===== config.mk =====
export PLATFORM = sky130hd
export DESIGN_NAME = phase_freq_meter
export DESIGN_NICKNAME = d
export VERILOG_FILES = /design/src/rtl/phase_pkg.sv /design/src/rtl/phase_step_decoder.sv /design/src/rtl/phase_freq_meter.sv
export SDC_FILE = /design/constraint.sdc
export NUM_CORES = 1
export LEC_CHECK = 0
export BUFFER_PORTS_ARGS = -buffer_cell sky130_fd_sc_hd__buf_2
export CELL_PAD_IN_SITES_DETAIL_PLACEMENT = 1
export CELL_PAD_IN_SITES_GLOBAL_PLACEMENT = 2
export CORE_UTILIZATION = 42
export DETAILED_ROUTE_END_ITERATION = 10
export HOLD_SLACK_MARGIN = 0.06
export PLACE_DENSITY_LB_ADDON = 0.1
export SYNTH_ARGS = -nofsm -noshare
export SYNTH_HDL_FRONTEND = slang
export SYNTH_SLANG_ARGS = --single-unit

===== constraint.sdc =====
create_clock -name clk_40_mhz -period 7.2 [get_ports clk_40_mhz]
set_input_delay 0.72 -clock clk_40_mhz [delete_from_list [all_inputs] [get_ports clk_40_mhz]]
set_output_delay 0.72 -clock clk_40_mhz [all_outputs]
set_load 0.01 [all_outputs]

===== src/rtl/phase_pkg.sv =====
// Shared definitions for blocks that consume the 0..5759 phase-index stream
// (1/16 degree per step, 5760 steps per electrical turn).
package phase_pkg;

  localparam int PHASE_STEPS = 5760;
  localparam int PHASE_W     = 16;
  localparam logic [PHASE_W-1:0] PHASE_MAX = 16'd5759;

  typedef enum logic [1:0] {
    STEP_NONE   = 2'b00,
    STEP_FWD    = 2'b01,
    STEP_REV    = 2'b10,
    STEP_GLITCH = 2'b11
  } step_e;

  typedef enum logic [1:0] {
    ST_IDLE    = 2'b00,
    ST_ARM     = 2'b01,
    ST_MEASURE = 2'b10
  } meter_state_e;

  function automatic logic signed [15:0] sat16(input logic signed [17:0] v);
    if (v > 18'sd32767) begin
      return 16'sh7fff;
    end else if (v < -18'sd32768) begin
      return 16'sh8000;
    end else begin
      return v[15:0];
    end
  endfunction

endpackage


===== src/rtl/phase_step_decoder.sv =====
// Registered classifier: turns a (phase, prev_phase) pair into a single-step
// code, treating the 5759<->0 seam as an ordinary +/-1 step.
module phase_step_decoder
  import phase_pkg::*;
(
  input  logic               clk,
  input  logic               rst_n,
  input  logic [PHASE_W-1:0] phase,
  input  logic [PHASE_W-1:0] prev_phase,
  input  logic               valid,
  output step_e              step
);

  localparam logic signed [PHASE_W:0] WRAP = $signed({1'b0, PHASE_MAX});

  logic signed [PHASE_W:0] delta;
  step_e                   step_next;

  always_comb begin
    delta     = $signed({1'b0, phase}) - $signed({1'b0, prev_phase});
    step_next = STEP_NONE;
    if (valid) begin
      if (phase > PHASE_MAX) begin
        step_next = STEP_GLITCH;
      end else if (delta == '0) begin
        step_next = STEP_NONE;
      end else if (delta == 17'sd1 || delta == -WRAP) begin
        step_next = STEP_FWD;
      end else if (delta == -17'sd1 || delta == WRAP) begin
        step_next = STEP_REV;
      end else begin
        step_next = STEP_GLITCH;
      end
    end
  end

  always_ff @(posedge clk or negedge rst_n) begin
    if (!rst_n) begin
      step <= STEP_NONE;
    end else begin
      step <= step_next;
    end
  end

endmodule


===== src/rtl/phase_freq_meter.sv =====
// Gate-window frequency meter for the phase-index stream: counts signed
// single steps per window and reports 0.1 Hz units, plus stall/error flags.
module phase_freq_meter
  import phase_pkg::*;
#(
  parameter int GATE_CYCLES  = 69444,
  parameter int STALL_CYCLES = 1000000
) (
  input  logic               clk_40_mhz,
  input  logic               reset_n,
  input  logic               enable,
  input  logic [PHASE_W-1:0] phase,
  output logic signed [15:0] freq_est,
  output logic               freq_valid,
  output logic               direction,
  output logic               stalled,
  output logic               phase_err,
  output meter_state_e       fsm_state
);

  localparam int GATE_W  = $clog2(GATE_CYCLES);
  localparam int STALL_W = $clog2(STALL_CYCLES + 1);
  localparam logic [GATE_W-1:0]  GATE_LAST = GATE_W'(GATE_CYCLES - 1);
  localparam logic [STALL_W-1:0] STALL_MAX = STALL_W'(STALL_CYCLES);

  meter_state_e       state;
  logic [PHASE_W-1:0] prev_phase;
  logic               dec_valid;
  logic               step_valid;
  step_e              step_code;
  logic               counted;
  logic signed [16:0] acc;
  logic signed [17:0] acc_sum;
  logic [GATE_W-1:0]  gate_cnt;
  logic [STALL_W-1:0] stall_cnt;

  assign fsm_state = state;
  assign dec_valid = enable && (state == ST_MEASURE);

  phase_step_decoder u_decoder (
    .clk        (clk_40_mhz),
    .rst_n      (reset_n),
    .phase      (phase),
    .prev_phase (prev_phase),
    .valid      (dec_valid),
    .step       (step_code)
  );

  // acc_sum includes the step landing this cycle, so a step on the gate
  // terminal cycle still belongs to the window being closed.
  always_comb begin
    counted = step_valid && (step_code == STEP_FWD || step_code == STEP_REV);
    acc_sum = {acc[16], acc};
    if (counted) begin
      acc_sum = (step_code == STEP_FWD) ? acc_sum + 18'sd1 : acc_sum - 18'sd1;
    end
  end

  // freq_valid is a one-cycle strobe: freq_est is only meaningful to a
  // consumer on the cycle freq_valid is high; there is no back-pressure.
  always_ff @(posedge clk_40_mhz or negedge reset_n) begin
    if (!reset_n) begin
      state      <= ST_IDLE;
      prev_phase <= '0;
      step_valid <= 1'b0;
      acc        <= '0;
      gate_cnt   <= '0;
      stall_cnt  <= '0;
      freq_est   <= '0;
      freq_valid <= 1'b0;
      direction  <= 1'b0;
      stalled    <= 1'b0;
      phase_err  <= 1'b0;
    end else if (!enable) begin
      state      <= ST_IDLE;
      prev_phase <= '0;
      step_valid <= 1'b0;
      acc        <= '0;
      gate_cnt   <= '0;
      stall_cnt  <= '0;
      freq_est   <= '0;
      freq_valid <= 1'b0;
      direction  <= 1'b0;
      stalled    <= 1'b0;
      phase_err  <= 1'b0;
    end else begin
      freq_valid <= 1'b0;
      case (state)
        ST_IDLE: begin
          state <= ST_ARM;
        end
        ST_ARM: begin
          prev_phase <= phase;
          state      <= ST_MEASURE;
        end
        ST_MEASURE: begin
          prev_phase <= phase;
          step_valid <= 1'b1;
        end
        default: begin
          state <= ST_IDLE;
        end
      endcase

      if (step_valid) begin
        if (gate_cnt == GATE_LAST) begin
          gate_cnt   <= '0;
          acc        <= '0;
          freq_est   <= sat16(acc_sum);
          freq_valid <= 1'b1;
        end else begin
          gate_cnt <= gate_cnt + 1'b1;
          acc      <= acc_sum[16:0];
        end

        // The stall report is written after the gate update so it wins
        // when both land on the same cycle.
        if (counted) begin
          stall_cnt <= '0;
          stalled   <= 1'b0;
          direction <= (step_code == STEP_FWD);
        end else if (stall_cnt != STALL_MAX) begin
          stall_cnt <= stall_cnt + 1'b1;
          if (stall_cnt == STALL_MAX - 1'b1) begin
            stalled    <= 1'b1;
            freq_est   <= '0;
            freq_valid <= 1'b1;
          end
        end

        if (step_code == STEP_GLITCH) begin
          phase_err <= 1'b1;
        end
      end
    end
  end

endmodule


; Word-level counts from Yosys, hierarchy flattened
; Index checks and enable logic that the tools add are counted.
[totals]
out_inout_bits = 22
inputBits = 19
elab_cells = 100
regBits = 95
[classes]
magnitude_cmp = 3
reduce_logical = 12
n_eq_ne = 20
n_addsub = 5
muxes = 48
[op_table]
columns = operator, count
row1 = $mux W16, 10
row2 = $mux W17, 6
row3 = $mux W20, 4
row4 = $mux W18, 2
row5 = $eq A17 B14 Y1 const B, 2
row6 = $add A20 B1 Y20 const B, 1
row7 = $eq A20 B20 Y1 const B, 1
row8 = $mux W1, 20
row9 = $ne A20 B20 Y1 const B, 1
row10 = $add A17 B2 Y18 const B, 1
row11 = $gt A18 B16 Y1 const B, 1
row12 = $lt A18 B16 Y1 const B, 1
row13 = $sub A17 B2 Y18 const B, 1
row14 = $add A17 B1 Y17 const B, 1
row15 = $eq A17 B1 Y1 const B, 1
row16 = $eq A17 B17 Y1 const B, 1
row17 = $eq A17 B2 Y1 const B, 1
row18 = $logic_not A17 Y1, 1
row19 = $sub A16 B16 Y17, 1
row20 = $gt A16 B13 Y1 const B, 1
row21 = $mux W2, 5
row22 = $ne A2 B1 Y1 const B, 4
row23 = $eq A2 B2 Y1 const B, 3
row24 = $ne A3 B1 Y1 const B, 2
row25 = other kinds (9), 16

; Longest topological paths before layout
[logic_depth]
word_depth = 13
ltp_mapped = 14
ltp_nobuf = 12

; By module
; A second synthesis with hierarchy kept.
[unflattened]
hier_cells = 733
area_unflattened_um2 = 6505.0
[by_module_without_submodules]
columns = mod, seq_area_each_um2, n_inst, area_per_inst_um2, cells_per_inst
row1 = phase_freq_meter, 2327.2, 1, 5356.4, 579
row2 = phase_step_decoder, 50.0, 1, 1148.6, 154

; Worst setup path after synthesis
; OpenSTA, ideal clock, no wires.
[synth_path]
path_kind = input port to flip-flop
startpoint = input phase[0]
endpoint = register u_decoder.step[0]
t_required_ps = 7074
stages = 11
n_path_buf = 0
t_arrival_ps = 3030
setup_time_ps = 126
slack_ps = 4044
path_cell_list = inv_1 > ha_1 > fa_1 > nor2b_4 > o31ai_2 > a211oi_1 > o41ai_4 > mux2i_1 > or4_4 > o32ai_2 > a21oi_1
[synth_between]
elab_chain_cells = 8
word_cells_on_any_way = 14
classes_between = add/sub (1) / order compare (1) / eq/ne (4) / mux (5) / reduce/logical (3)
[synth_lines]
columns = element, line_no
row1 = start: declaration, phase_freq_meter.sv:12  ; input logic [PHASE_W-1:0] phase,
row2 = $sub A16 B16 Y17, phase_step_decoder.sv:20  ; delta = $signed({1'b0, phase}) - $signed({1'b0, prev_phase});
row3 = $eq A17 B1 Y1 / $eq A17 B14 Y1 (equally long branches), phase_step_decoder.sv:29  ; end else if (delta == -17'sd1 || delta == WRAP) begin
row4 = $logic_or A1 B1 Y1, phase_step_decoder.sv:29
row5 = $mux W1, phase_step_decoder.sv:29
row6 = $mux W2, phase_step_decoder.sv:27  ; end else if (delta == 17'sd1 || delta == -WRAP) begin
row7 = $mux W2, phase_step_decoder.sv:25  ; end else if (delta == '0) begin
row8 = $mux W2 (*), phase_step_decoder.sv:23  ; if (phase > PHASE_MAX) begin
row9 = $mux W2 (*), phase_step_decoder.sv:22  ; if (valid) begin
row10 = net u_decoder.step_next[0], phase_step_decoder.sv:17  ; step_e step_next;
row11 = end signal: assignment, phase_step_decoder.sv:41  ; step <= step_next;
row12 = end: declaration, phase_step_decoder.sv:11  ; output step_e step
; Mark *: on every way through the listed nets, which the timed path passes. The rest lies on a longest branch.
; A chain may end at the register's enable or synchronous reset.

; Final worst setup path
[layout_path]
startpoint = register u_decoder.step[0]
endpoint = register freq_est[8]
[layout_between]
elab_chain_cells = 13
word_cells_on_any_way = 16
classes_between = order compare (2) / eq/ne (2) / mux (10) / reduce/logical (2)
[layout_lines]
columns = element, line_no
row1 = $eq A2 B1 Y1 / $eq A2 B2 Y1 (equally long branches), "phase_freq_meter.sv:52, phase_freq_meter.sv:55"
row2 = $logic_or A1 B1 Y1, phase_freq_meter.sv:52  ; counted = step_valid && (step_code == STEP_FWD || step_code == STEP_REV);
row3 = $logic_and A1 B1 Y1, phase_freq_meter.sv:52
row4 = $mux W18, phase_freq_meter.sv:54  ; if (counted) begin
row5 = $lt A18 B16 Y1, phase_pkg.sv:25  ; end else if (v < -18'sd32768) begin
row6 = $mux W16, phase_pkg.sv:25
row7 = $mux W16, phase_pkg.sv:23  ; if (v > 18'sd32767) begin
row8 = $mux W16, phase_freq_meter.sv:106  ; if (gate_cnt == GATE_LAST) begin
row9 = $mux W16, phase_freq_meter.sv:124  ; if (stall_cnt == STALL_MAX - 1'b1) begin
row10 = $mux W16, phase_freq_meter.sv:122  ; end else if (stall_cnt != STALL_MAX) begin
row11 = $mux W16 (*), phase_freq_meter.sv:118  ; if (counted) begin
row12 = $mux W16 (*), phase_freq_meter.sv:105  ; if (step_valid) begin
row13 = $mux W16 (*), phase_freq_meter.sv:74  ; end else if (!enable) begin
row14 = end signal: assignment, phase_freq_meter.sv:109  ; freq_est <= sat16(acc_sum);
row15 = end: declaration, phase_freq_meter.sv:13  ; output logic signed [15:0] freq_est,
; Every way passes the cells marked *; elsewhere a longest branch is shown, timed or not. The select of a mux whose other input is x is not followed.

==> results by group <==
Status
  • Status: finished, violations left
  • Failing checks: DRC

Timing
  • Final setup fails: 0
  • Post-route setup TNS: 0 ns
  • Layout Skew: a little under 0.006 ns
  • Max Clk Rate: 250 MHz
  • Worst slew pin tran: between 0.8 and 0.9 ns
  • Fin. Hold Viols: 0
  • Max-slew violations: 0
  • Worst rel slew slack: 0.427
  • Final Critical Period: roughly 4.0 ns
  • Final Worst Setup Slack: 3.20 ns
  • Final period util: 0.555
  • RSZ-0062 raised after global routing: false

Logic synthesis
  • Register area share after synthesis: 0.373
  • Ys async rst share: 1.00
  • Syn Area/Cell: approximately 9 sq um
  • Synth Warn #: 0
  • Main flop type after synthesis: dfrtp_1
  • Yosys cell types: 73
  • Net Count, Synth: about 770
  • Number of synthesized flops with an enable pin: 0
  • Cells after synthesis: about 710
  • Number of synthesized register bits: between 90 and 100
  • Post-Syn Area: between 6000 and 7000 sq um

Job
  • Maximum capacitance violations: 0

Worst setup path
  • Required time worst endpoint: approximately 7.4 ns
  • Critical path cell sequence: ha_1, inv_1, ha_1, a21o_1, a21oi_1, o211ai_1, a211oi_2, and3_1, a21oi_1, o221ai_2, o211ai_1
  • CP Capture Type: flop
  • Critical path's top delay family: compound AO/OA/AOI/OAI gates
  • R2R depth: 11
  • RR Endpoint: freq_est[8]
  • Crit Path Category: flop to flop
  • Max incr delay on CP: about 0.66 ns
  • Worst path bufs/invs: 1
  • Worst path slowest cell: o221ai_2
  • CP max FO: 17
  • Launching point of the worst reg2reg path: u_decoder.step[0]
  • Worst Setup Start Kind: flop
  • Critical path arrival: between 4 and 5 ns
  • Flop2flop setup slack: between 3 and 4 ns

Cells and area
  • Layout net count: ~800
  • Diode count: 0
  • Final instance area: around 7000 sq um
  • Most common cell after layout, fill and taps aside: dfrtp_1
  • Share of layout cells above drive strength 1: 0.105
  • Most frequent cells in the layout: dfrtp_1, nand2_1, nor2_1
  • Finished Layout Cells: approximately 930
  • Syn-to-layout area delta: 10.7%

Place
  • Placed instance area: 6750 sq um
  • Place WS: approximately 3.1 ns
  • Buffers on Ports: 40
  • GP Congestion: 0.834
  • Placed Cells incl. Taps: between 900 and 1000
  • DP HPWL: about 12000 microns

Route
  • DRT iter0 DRCs: 204
  • Drt first pass iters: 9
  • Routed wire length: 16400 microns
  • Antenna-violating nets left: 0
  • Vias per cell: around 5.7
  • Drt wl/cell: 17.6 microns
  • # DRC: 2
  • Via Count: between 5000 and 6000

Floorplan
  • Initial Util: 0.435
  • Die H: 125 microns
  • Die span in x: 125 microns
  • Total die area: ~16000 sq um
  • Top-Level Pins: 41
  • Rows: 44
  • Core Region: 14600 sq um

Pwr
  • Peak VDD IR: approximately 0.00011 V
  • Pwr Density: between 150 and 200 nW/um^2
  • Total leakage power: between 0.003 and 0.004 uW

Clock tree
  • Post-CTS Setup Inserts: 0
  • CTS tree: yes
  • Number of gates resized after cts: 0
  • Root Buffer: clkbuf_16
  • Clock Path Buffers: 2
  • Hold_buf cts: 0
  • CTS Buf Count: 9
  • H-tree levels: 3
  • Clock sinks: 95
  • Clock insertion delay at the later pin of the skew report: roughly 0.35 ns
  • Reg clk slew, reported paths: around 0.070 ns

GRT
  • Remaining Overflow, GRT: 0
  • Largest net degree at the start of global routing: between 60 and 70
  • All-Layer GR Usage: 0.228
  • First-pass GRT wire length: ~29000 microns
  • Initial antenna violation count: 0
  • Vias in the first global route: 5771

Worst hold path
  • HP Class: input port to asynchronous set/reset pin
==> per-stage QoR <==
step / power (uW) / utilization / hold WS (ns)
6_report: 1390 / 0.481 / 0.327
5_1_grt: 1470 / 0.481 / 0.366
4_1_cts: 1410 / 0.481 / 0.340
3_5_place_dp: 906 / 0.461 / 0.499
3_3_place_gp: 891 / 0.461 / 0.484
2_1_floorplan: 816 / - / 0.424
==> flip-flops by register name, indices dropped and copies added, names as in the netlist <==
register / count
direction: 1
acc: 17
prev_phase: 16
gate_cnt: 17
phase_err: 1
step_valid: 1
freq_est: 16
stalled: 1
stall_cnt: 20
freq_valid: 1
fsm_state: 2
u_decoder.step: 2
==> where the power goes <==
| part | total [uW] | switching (uW) | internal (uW) | leakage, uW |
|---|---|---|---|---|
| Combinational | 329 | 198 | 131 | 0.00169 |
| Sequential | 566 | 14.6 | 551 | 0.00131 |
| Clock | 495 | 209 | 286 | 0.000145 |
| Total | 1390 | 421 | 968 | 0.00315 |
==> Yosys cell counts, drive strengths merged, types with 3 or more instances <==
cell type	instances	area, sq um
nor4b	3	26.3
and3	10	62.6
o211ai	20	150
or2	4	25.0
nor3b	3	27.5
o311ai	3	26.3
xor2	16	140
or4	4	33.8
nand2	79	299
buf	3	23.8
nor4	5	37.5
a21o	12	90.1
a21oi	41	220
clkbuf	19	71.3
mux2i	26	260
ha	41	513
xnor2	26	228
o21a	11	82.6
and4	4	37.5
o31ai	4	35.0
inv	35	131
nand3	20	100
or3	4	25.0
o21ai	37	189
nand4	7	43.8
nor2b	32	208
a211oi	7	57.6
o2111ai	3	26.3
nand2b	8	50.1
a21boi	5	37.5
o31a	3	26.3
o211a	3	30.0
nor2	59	221
nor3	16	80.1
dfrtp	95	2380
and2	6	37.5
a22o	8	70.1
==> worst max-delay path by stage <==
stage | startpoint | end | slack, ns | cells past startpoint
floorplan | phase[0] | u_decoder.step[0] | 4.04 | 11
global placement | u_decoder.step[0] | freq_est[7] | 3.47 | 11
detailed placement | u_decoder.step[0] | freq_est[8] | 3.14 | 11
CTS | u_decoder.step[0] | freq_est[8] | 3.12 | 11
global route | u_decoder.step[1] | freq_est[3] | 2.86 | 12
finish | u_decoder.step[0] | freq_est[8] | 3.20 | 11
==> layout make-up <==
type	count	area (sq um)
Clock buffer	12	256
Clock inverter	3	42.5
Fill cell	1729	7590
Inverter	35	131
Multi-Input combinational cell	554	3760
Sequential cell	95	2380
Tap cell	184	230
Timing Repair Buffer	46	248
==> cells by family after synthesis <==
kind of cell / synth area share
AO/OA/AOI/OAI: 0.192
flip-flops: 0.373
multiplexers: 0.0409
AND/OR/NAND/NOR: 0.214
adder cells (fa/ha/maj): 0.0868
XOR/XNOR: 0.0578
buffers and inverters: 0.0356
==> routing by layer <==
| layer | wire [microns] | up-vias | global-route usage |
|---|---|---|---|
| li1 | - | 2588 | - |
| met1 | 7600 | 2607 | 0.286 |
| met2 | 8160 | 61 | 0.405 |
| met3 | 327 | 17 | 0.0252 |
| met5 | 0 | - | 0 |
| met4 | 272 | 0 | 0.0811 |
No activity file was read; power rests on OpenSTA's default activity.
